**src/rtl/cache_replace_ctrl_if.sv**
```systemverilog
// Request, response and cache_LRU port bundle for the cache replacement initiator.
// master: requester plus LRU RAM side; slave: cache_replace_ctrl.
interface cache_replace_ctrl_if #(
    parameter int unsigned SET_W = 11
);
    logic             req_valid;
    logic             req_ready;
    logic [SET_W-1:0] req_set;
    logic             req_hit;
    logic [1:0]       req_hit_way;
    logic [3:0]       req_way_valid;

    logic             rsp_valid;
    logic [1:0]       rsp_way;
    logic             rsp_miss;

    logic [SET_W-1:0] lru_addr;
    logic [1:0]       lru_used_index;
    logic             lru_enable_write;
    logic [1:0]       lru_least_used_index;

    modport master (
        output req_valid, req_set, req_hit, req_hit_way, req_way_valid, lru_least_used_index,
        input  req_ready, rsp_valid, rsp_way, rsp_miss, lru_addr, lru_used_index, lru_enable_write
    );

    modport slave (
        input  req_valid, req_set, req_hit, req_hit_way, req_way_valid, lru_least_used_index,
        output req_ready, rsp_valid, rsp_way, rsp_miss, lru_addr, lru_used_index, lru_enable_write
    );
endinterface

```
**src/rtl/cache_replace_ctrl.sv**
```systemverilog
// Replacement initiator for a 4-way cache: updates cache_LRU on hits, picks the fill way on
// misses (invalid way first, else LRU victim) and keeps saturating hit/miss counters.
module cache_replace_ctrl #(
    parameter int unsigned SET_W = 11,
    parameter int unsigned CNT_W = 16
) (
    input  logic                  main_clk,
    input  logic                  main_reset_n,
    cache_replace_ctrl_if.slave   bus,
    input  logic                  clr_stats,
    output logic [CNT_W-1:0]      hit_cnt,
    output logic [CNT_W-1:0]      miss_cnt
);

    localparam logic [0:0] ST_IDLE   = 1'b0;
    localparam logic [0:0] ST_VICTIM = 1'b1;

    logic [0:0]       state;
    logic [0:0]       state_nxt;
    logic [SET_W-1:0] vic_set;
    logic [3:0]       vic_valid;
    logic [1:0]       chosen_way;

    logic             hit_acc;
    logic             miss_acc;
    logic             ready_c;
    logic [SET_W-1:0] lru_addr_c;
    logic [1:0]       lru_used_c;
    logic             lru_we_c;
    logic             rsp_valid_nxt;
    logic [1:0]       rsp_way_nxt;
    logic             rsp_miss_nxt;

    logic             rsp_valid_q;
    logic [1:0]       rsp_way_q;
    logic             rsp_miss_q;

    // Fill way: lowest-numbered invalid way, LRU victim only when the set is full
    always_comb begin
        casez (vic_valid)
            4'b???0: chosen_way = 2'd0;
            4'b??01: chosen_way = 2'd1;
            4'b?011: chosen_way = 2'd2;
            4'b0111: chosen_way = 2'd3;
            default: chosen_way = bus.lru_least_used_index;
        endcase
    end

    // Next state, LRU port drive and response next-values
    always_comb begin
        state_nxt     = state;
        ready_c       = 1'b0;
        lru_addr_c    = bus.req_set;
        lru_used_c    = bus.req_hit_way;
        lru_we_c      = 1'b0;
        hit_acc       = 1'b0;
        miss_acc      = 1'b0;
        rsp_valid_nxt = 1'b0;
        rsp_way_nxt   = 2'd0;
        rsp_miss_nxt  = 1'b0;

        case (state)
            ST_IDLE: begin
                ready_c = 1'b1;
                if (bus.req_valid) begin
                    if (bus.req_hit) begin
                        hit_acc       = 1'b1;
                        lru_we_c      = 1'b1;
                        rsp_valid_nxt = 1'b1;
                        rsp_way_nxt   = bus.req_hit_way;
                    end else begin
                        miss_acc  = 1'b1;
                        state_nxt = ST_VICTIM;
                    end
                end
            end
            ST_VICTIM: begin
                lru_addr_c    = vic_set;
                lru_used_c    = chosen_way;
                lru_we_c      = 1'b1;
                rsp_valid_nxt = 1'b1;
                rsp_way_nxt   = chosen_way;
                rsp_miss_nxt  = 1'b1;
                state_nxt     = ST_IDLE;
            end
            default: state_nxt = ST_IDLE;
        endcase

        // Nothing may be accepted or written into the LRU RAM while reset is held
        if (!main_reset_n) begin
            ready_c  = 1'b0;
            lru_we_c = 1'b0;
        end
    end

    always_ff @(posedge main_clk or negedge main_reset_n) begin
        if (!main_reset_n) begin
            state       <= ST_IDLE;
            vic_set     <= '0;
            vic_valid   <= '0;
            rsp_valid_q <= 1'b0;
            rsp_way_q   <= 2'd0;
            rsp_miss_q  <= 1'b0;
        end else begin
            state       <= state_nxt;
            rsp_valid_q <= rsp_valid_nxt;
            rsp_way_q   <= rsp_way_nxt;
            rsp_miss_q  <= rsp_miss_nxt;
            if (miss_acc) begin
                vic_set   <= bus.req_set;
                vic_valid <= bus.req_way_valid;
            end
        end
    end

    // Saturating statistics; clear wins over a coincident increment
    always_ff @(posedge main_clk or negedge main_reset_n) begin
        if (!main_reset_n) begin
            hit_cnt  <= '0;
            miss_cnt <= '0;
        end else if (clr_stats) begin
            hit_cnt  <= '0;
            miss_cnt <= '0;
        end else begin
            if (hit_acc && (hit_cnt != '1)) begin
                hit_cnt <= hit_cnt + CNT_W'(1);
            end
            if (miss_acc && (miss_cnt != '1)) begin
                miss_cnt <= miss_cnt + CNT_W'(1);
            end
        end
    end

    assign bus.req_ready        = ready_c;
    assign bus.lru_addr         = lru_addr_c;
    assign bus.lru_used_index   = lru_used_c;
    assign bus.lru_enable_write = lru_we_c;
    assign bus.rsp_valid        = rsp_valid_q;
    assign bus.rsp_way          = rsp_way_q;
    assign bus.rsp_miss         = rsp_miss_q;

endmodule

```
**src/flat_wrapper.sv**
```systemverilog
// flat-port wrapper written by rule: the top's interface ports become plain ports
module cache_replace_ctrl_flat 
#(
    parameter int unsigned SET_W = 11,
    parameter int unsigned CNT_W = 16
)
  (main_clk, main_reset_n, clr_stats, hit_cnt, miss_cnt, bus_req_valid, bus_req_set, bus_req_hit, bus_req_hit_way, bus_req_way_valid, bus_lru_least_used_index, bus_req_ready, bus_rsp_valid, bus_rsp_way, bus_rsp_miss, bus_lru_addr, bus_lru_used_index, bus_lru_enable_write);
  cache_replace_ctrl_if #(.SET_W(SET_W)) bus_i ();
  input  logic main_clk;
  input  logic main_reset_n;
  input  logic clr_stats;
  output logic [CNT_W-1:0] hit_cnt;
  output logic [CNT_W-1:0] miss_cnt;
  input wire logic [$bits(bus_i.req_valid)-1:0] bus_req_valid;
  input wire logic [$bits(bus_i.req_set)-1:0] bus_req_set;
  input wire logic [$bits(bus_i.req_hit)-1:0] bus_req_hit;
  input wire logic [$bits(bus_i.req_hit_way)-1:0] bus_req_hit_way;
  input wire logic [$bits(bus_i.req_way_valid)-1:0] bus_req_way_valid;
  input wire logic [$bits(bus_i.lru_least_used_index)-1:0] bus_lru_least_used_index;
  output wire logic [$bits(bus_i.req_ready)-1:0] bus_req_ready;
  output wire logic [$bits(bus_i.rsp_valid)-1:0] bus_rsp_valid;
  output wire logic [$bits(bus_i.rsp_way)-1:0] bus_rsp_way;
  output wire logic [$bits(bus_i.rsp_miss)-1:0] bus_rsp_miss;
  output wire logic [$bits(bus_i.lru_addr)-1:0] bus_lru_addr;
  output wire logic [$bits(bus_i.lru_used_index)-1:0] bus_lru_used_index;
  output wire logic [$bits(bus_i.lru_enable_write)-1:0] bus_lru_enable_write;
  assign bus_i.req_valid = bus_req_valid;
  assign bus_i.req_set = bus_req_set;
  assign bus_i.req_hit = bus_req_hit;
  assign bus_i.req_hit_way = bus_req_hit_way;
  assign bus_i.req_way_valid = bus_req_way_valid;
  assign bus_i.lru_least_used_index = bus_lru_least_used_index;
  assign bus_req_ready = bus_i.req_ready;
  assign bus_rsp_valid = bus_i.rsp_valid;
  assign bus_rsp_way = bus_i.rsp_way;
  assign bus_rsp_miss = bus_i.rsp_miss;
  assign bus_lru_addr = bus_i.lru_addr;
  assign bus_lru_used_index = bus_i.lru_used_index;
  assign bus_lru_enable_write = bus_i.lru_enable_write;
  cache_replace_ctrl #(.SET_W(SET_W), .CNT_W(CNT_W)) u_core (.main_clk(main_clk), .main_reset_n(main_reset_n), .bus(bus_i), .clr_stats(clr_stats), .hit_cnt(hit_cnt), .miss_cnt(miss_cnt));
endmodule
```
**config.mk**
```make
export PLATFORM = sky130hd
export DESIGN_NAME = cache_replace_ctrl_flat
export DESIGN_NICKNAME = d
export VERILOG_FILES = /design/src/rtl/cache_replace_ctrl_if.sv /design/src/rtl/cache_replace_ctrl.sv /design/src/flat_wrapper.sv
export SDC_FILE = /design/constraint.sdc
export NUM_CORES = 1
export LEC_CHECK = 0
export CAP_MARGIN = 20
export CORE_MARGIN = 1.5
export CORE_UTILIZATION = 25
export CTS_BUF_LIST = sky130_fd_sc_hd__clkbuf_8
export DETAILED_ROUTE_END_ITERATION = 12
export HOLD_SLACK_MARGIN = 0.12
export PLACE_DENSITY = 0.48
export SLEW_MARGIN = 0
export SYNTH_ARGS = -nofsm -noshare
export SYNTH_HDL_FRONTEND = slang
export SYNTH_SLANG_ARGS = --single-unit
```
**constraint.sdc**
```tcl
create_clock -name main_clk -period 1.8 [get_ports main_clk]
set_clock_uncertainty 0.15 [all_clocks]
set_input_delay 0.18 -clock main_clk [delete_from_list [all_inputs] [get_ports main_clk]]
set_output_delay 0.18 -clock main_clk [all_outputs]
set_load 0.01 [all_outputs]
```
==> impl_metrics.py <==
metrics = {
    "layout": {
        "finalInstanceArea_mm2": 0.004498,
        "drive_gt1_frac": 0.4070,
        "n_antenna_cell": 0,
        "fillers": 1003,
        "areaGrowthSynthToFinish_pct": 69.66,
        "final_nets": 423,
    },
    "timing": {
        "worst_slew_pin_slew_ns": 0.5626,
        "drv_slew": 0,
        "finalCriticalPeriod_ns": 1.971,
        "timing.fmax_ghz": 0.5073,
        "rsz0062_at_grt": "yes",
        "final-setup-viol-count": 32,
        "tns_ns": -2.711,
        "relSlewSlack": 0.6249,
        "timing.final.crit_share": 1.095,
        "worst_slack_ns": -0.1712,
        "hold_violations": 0,
    },
    "global_route": {
        "grt_pass1_wl_um": 12090,
        "grtUsageMet2": 0.2185,
        "grt_pass1_vias": 2460,
        "overflow": 0,
        "busiest_layer": "met2",
        "grt.met3_usage": 0.02391,
        "antenna_found_initial": 0,
        "grt_use_met1": 0.1813,
        "grt_start_max_net_pins": 44,
        "grt_usage": 0.1340,
    },
    "route": {
        "drc": 0,
        "wl_per_cell_um": 13.88,
        "viasPerCell": 4.485,
        "num_vias": 2395,
        "drt-total-wl_um": 7414,
        "drt-pass1-iter-count": 4,
        "drt-initial-drc-count": 53,
        "antenna_left": 0,
    },
    "logic_synthesis": {
        "yosys_warnings": 0,
        "ys_seq_area_frac": 0.4908,
        "synthTopCellsByCount": "dfrtp_1 (52), nor2_1 (29), mux2_2 (25)",
        "ys_ff_latch": 52,
        "syn_avg_cell_area_um2": 10.56,
        "synth_edf_count": 0,
        "yosys.area.top_type_share": 0.4908,
        "yosys.area.top_type": "dfrtp_1",
        "synth_area_mm2": 0.002651,
        "async_flop_share": 1.000,
        "synth_fp_nets": 277,
        "synth_cell_types": 41,
        "synth_area_leaders": "dfrtp_1 (49%), mux2_2 (11%), nor2_1 (4.1%), xor2_1 (4.0%), xnor2_1 (3.6%)",
        "yosys_most_used_dff": "dfrtp_1",
        "synth_most_common_cell": "dfrtp_1",
        "synthCells": 251,
    },
    "placement": {
        "place_area_mm2": 0.004014,
        "dp_hpwl_um": 5277,
        "io_buffers": 74,
        "gp_routability_congestion": 0.7346,
    },
    "clock_network": {
        "clkTransAtPathRegs_ns": 0.10,
        "cts_buffers": 5,
        "clock_path_buffers": 2,
        "clkSinkCount": 52,
        "htreeDepth": 2,
        "root_buffer": "clkbuf_8",
        "cts_tree": "yes",
        "clkLatencyLatePin_ns": 0.31,
    },
    "status": {
        "violations": "setup timing",
        "status": "finished, violations left",
    },
    "run": {
        "cap_violations": 0,
    },
    "worst_setup_path": {
        "crit_path_top_delay_cell": "dfrtp_1",
        "cp_cell_sequence": "buf_4, buf_6, buf_6, buf_6, mux2_4, buf_6",
        "critical_path_arrival_ns": 1.64,
        "required_ns": 1.47,
        "critPathMaxStageDelay_ns": 0.44,
        "path_class": "reg2out",
        "end_kind": "output port",
        "start_kind": "register",
        "critPathMostFrequentCell": "buf_6",
        "reg2regPathDepth": 7,
        "crit_fanout": 3,
    },
    "die": {
        "die_w_um": 106.0,
        "io-pin-count": 75,
        "fp.dieH_um": 106.0,
        "core_mm2": 0.01032,
        "row_count": 37,
        "initial_utilization": 0.2568,
        "fp.dieArea_mm2": 0.01123,
    },
    "pwr": {
        "p_leak_nw": 1.924,
        "p_total_mw": 2.574,
        "p_per_area_mw_per_mm2": 572.2,
        "peakVddDrop_uv": 319.7,
    },
    "worst_hold_path": {
        "hp-class": "in2async",
    },
}
==> critical path: cells and delay by family (launching register included) <==
kind,cells,cell delay [ns]
buffers and inverters,5,0.60
muxes,1,0.30
DFF,1,0.44
==> cell usage in the layout (no fill, tap or decap), drive strengths merged, types with 9 or more instances in the layout <==
| master | Yosys | layout |
|---|---|---|
| nand2 | 14 | 14 |
| nand3 | 14 | 14 |
| xor2 | 12 | 12 |
| dfrtp | 52 | 52 |
| mux2 | 25 | 25 |
| o21ai | 10 | 10 |
| buf | 4 | 87 |
| nor2 | 29 | 29 |
| and3 | 9 | 9 |
| clkdlybuf4s50 | 0 | 57 |
| xnor2 | 11 | 11 |
| inv | 8 | 10 |
==> final timing paths <==
path | slack, ns | end | from
setup / recovery | -0.17 | bus_lru_addr[4] | u_core.state$_DFF_PN0_
hold / removal | 0.23 | u_core.bus.rsp_way[0]$_DFF_PN0_ | main_reset_n
setup reg to reg | -0.14 | u_core.hit_cnt[5]$_DFFE_PN0P_ | u_core.hit_cnt[0]$_DFFE_PN0P_
hold reg to reg | 0.36 | u_core.vic_set[0]$_DFFE_PN0P_ | u_core.vic_set[0]$_DFFE_PN0P_
max in group asynchronous | 0.66 | u_core.hit_cnt[0]$_DFFE_PN0P_ | main_reset_n
min in group main_clk | 0.28 | u_core.vic_valid[3]$_DFFE_PN0P_ | bus_req_way_valid[3]
==> area by class of cell <==
| class | count | area (um2) | area share |
|---|---|---|---|
| well taps | 136 | 170.2 | 0.03783 |
| inverters | 8 | 32.53 | 0.007232 |
| multi-input cells | 181 | 1525 | 0.3391 |
| repair buffers | 149 | 1353 | 0.3007 |
| clock buffers | 5 | 68.82 | 0.01530 |
| flip-flops and latches | 52 | 1306 | 0.2904 |
| clock inverters | 3 | 42.54 | 0.009458 |
==> registers in the layout, summed over array words and instances, names as in the netlist <==
name and cells:
u_core.vic_set 11, u_core.hit_cnt 16, u_core.bus.rsp_way 2, u_core.miss_cnt 16, u_core.bus.rsp_miss 1, u_core.vic_valid 4, u_core.bus.rsp_valid 1, u_core.state 1
==> metal layers <==
metal	wire length, um	part of all wire
met5	0	0
met4	81	0.011
met3	180	0.024
met2	3677	0.50
met1	3476	0.47
==> power breakdown <==
part | switching, mW | leakage (nW) | internal, mW
clock | 0.408 | 0.0599 | 0.416
sequential | 0.0462 | 0.682 | 1.24
combinational | 0.185 | 1.18 | 0.279
==> through the flow <==
step	cells	worst slack, ns	hold slack, ns	utilization
detailed placement	508	-0.3007	0.05214	0.3888
global route	534	-0.2615	0.2467	0.4357
finish	534	-0.1712	0.2346	0.4357
floorplan	251	-0.04593	-0.2656	-
global placement	508	-0.2846	0.05787	0.3888
CTS	527	-0.1513	0.2388	0.4112
==> repair_timing <==
item	4_1_cts	5_1_grt
gates resized for setup	64	57
pin swaps	12	17
endpoints found under the hold margin	52	0
buffers inserted	10	7
hold buffers	1	0
endpoints found under the setup margin	26	50
==> logic make-up (layout without fill, tap and decap cells) <==
logic type	Yosys count	count (layout)	synth area share
mux	27	27	0.1137
buf+inv	18	165	0.03209
compound gates	25	25	0.05474
flops	52	52	0.4908
xor+xnor	23	23	0.07598
fa+ha+maj	2	2	0.009437
simple gates	104	104	0.2232
Note: power is estimated with default switching activity, not from simulation.
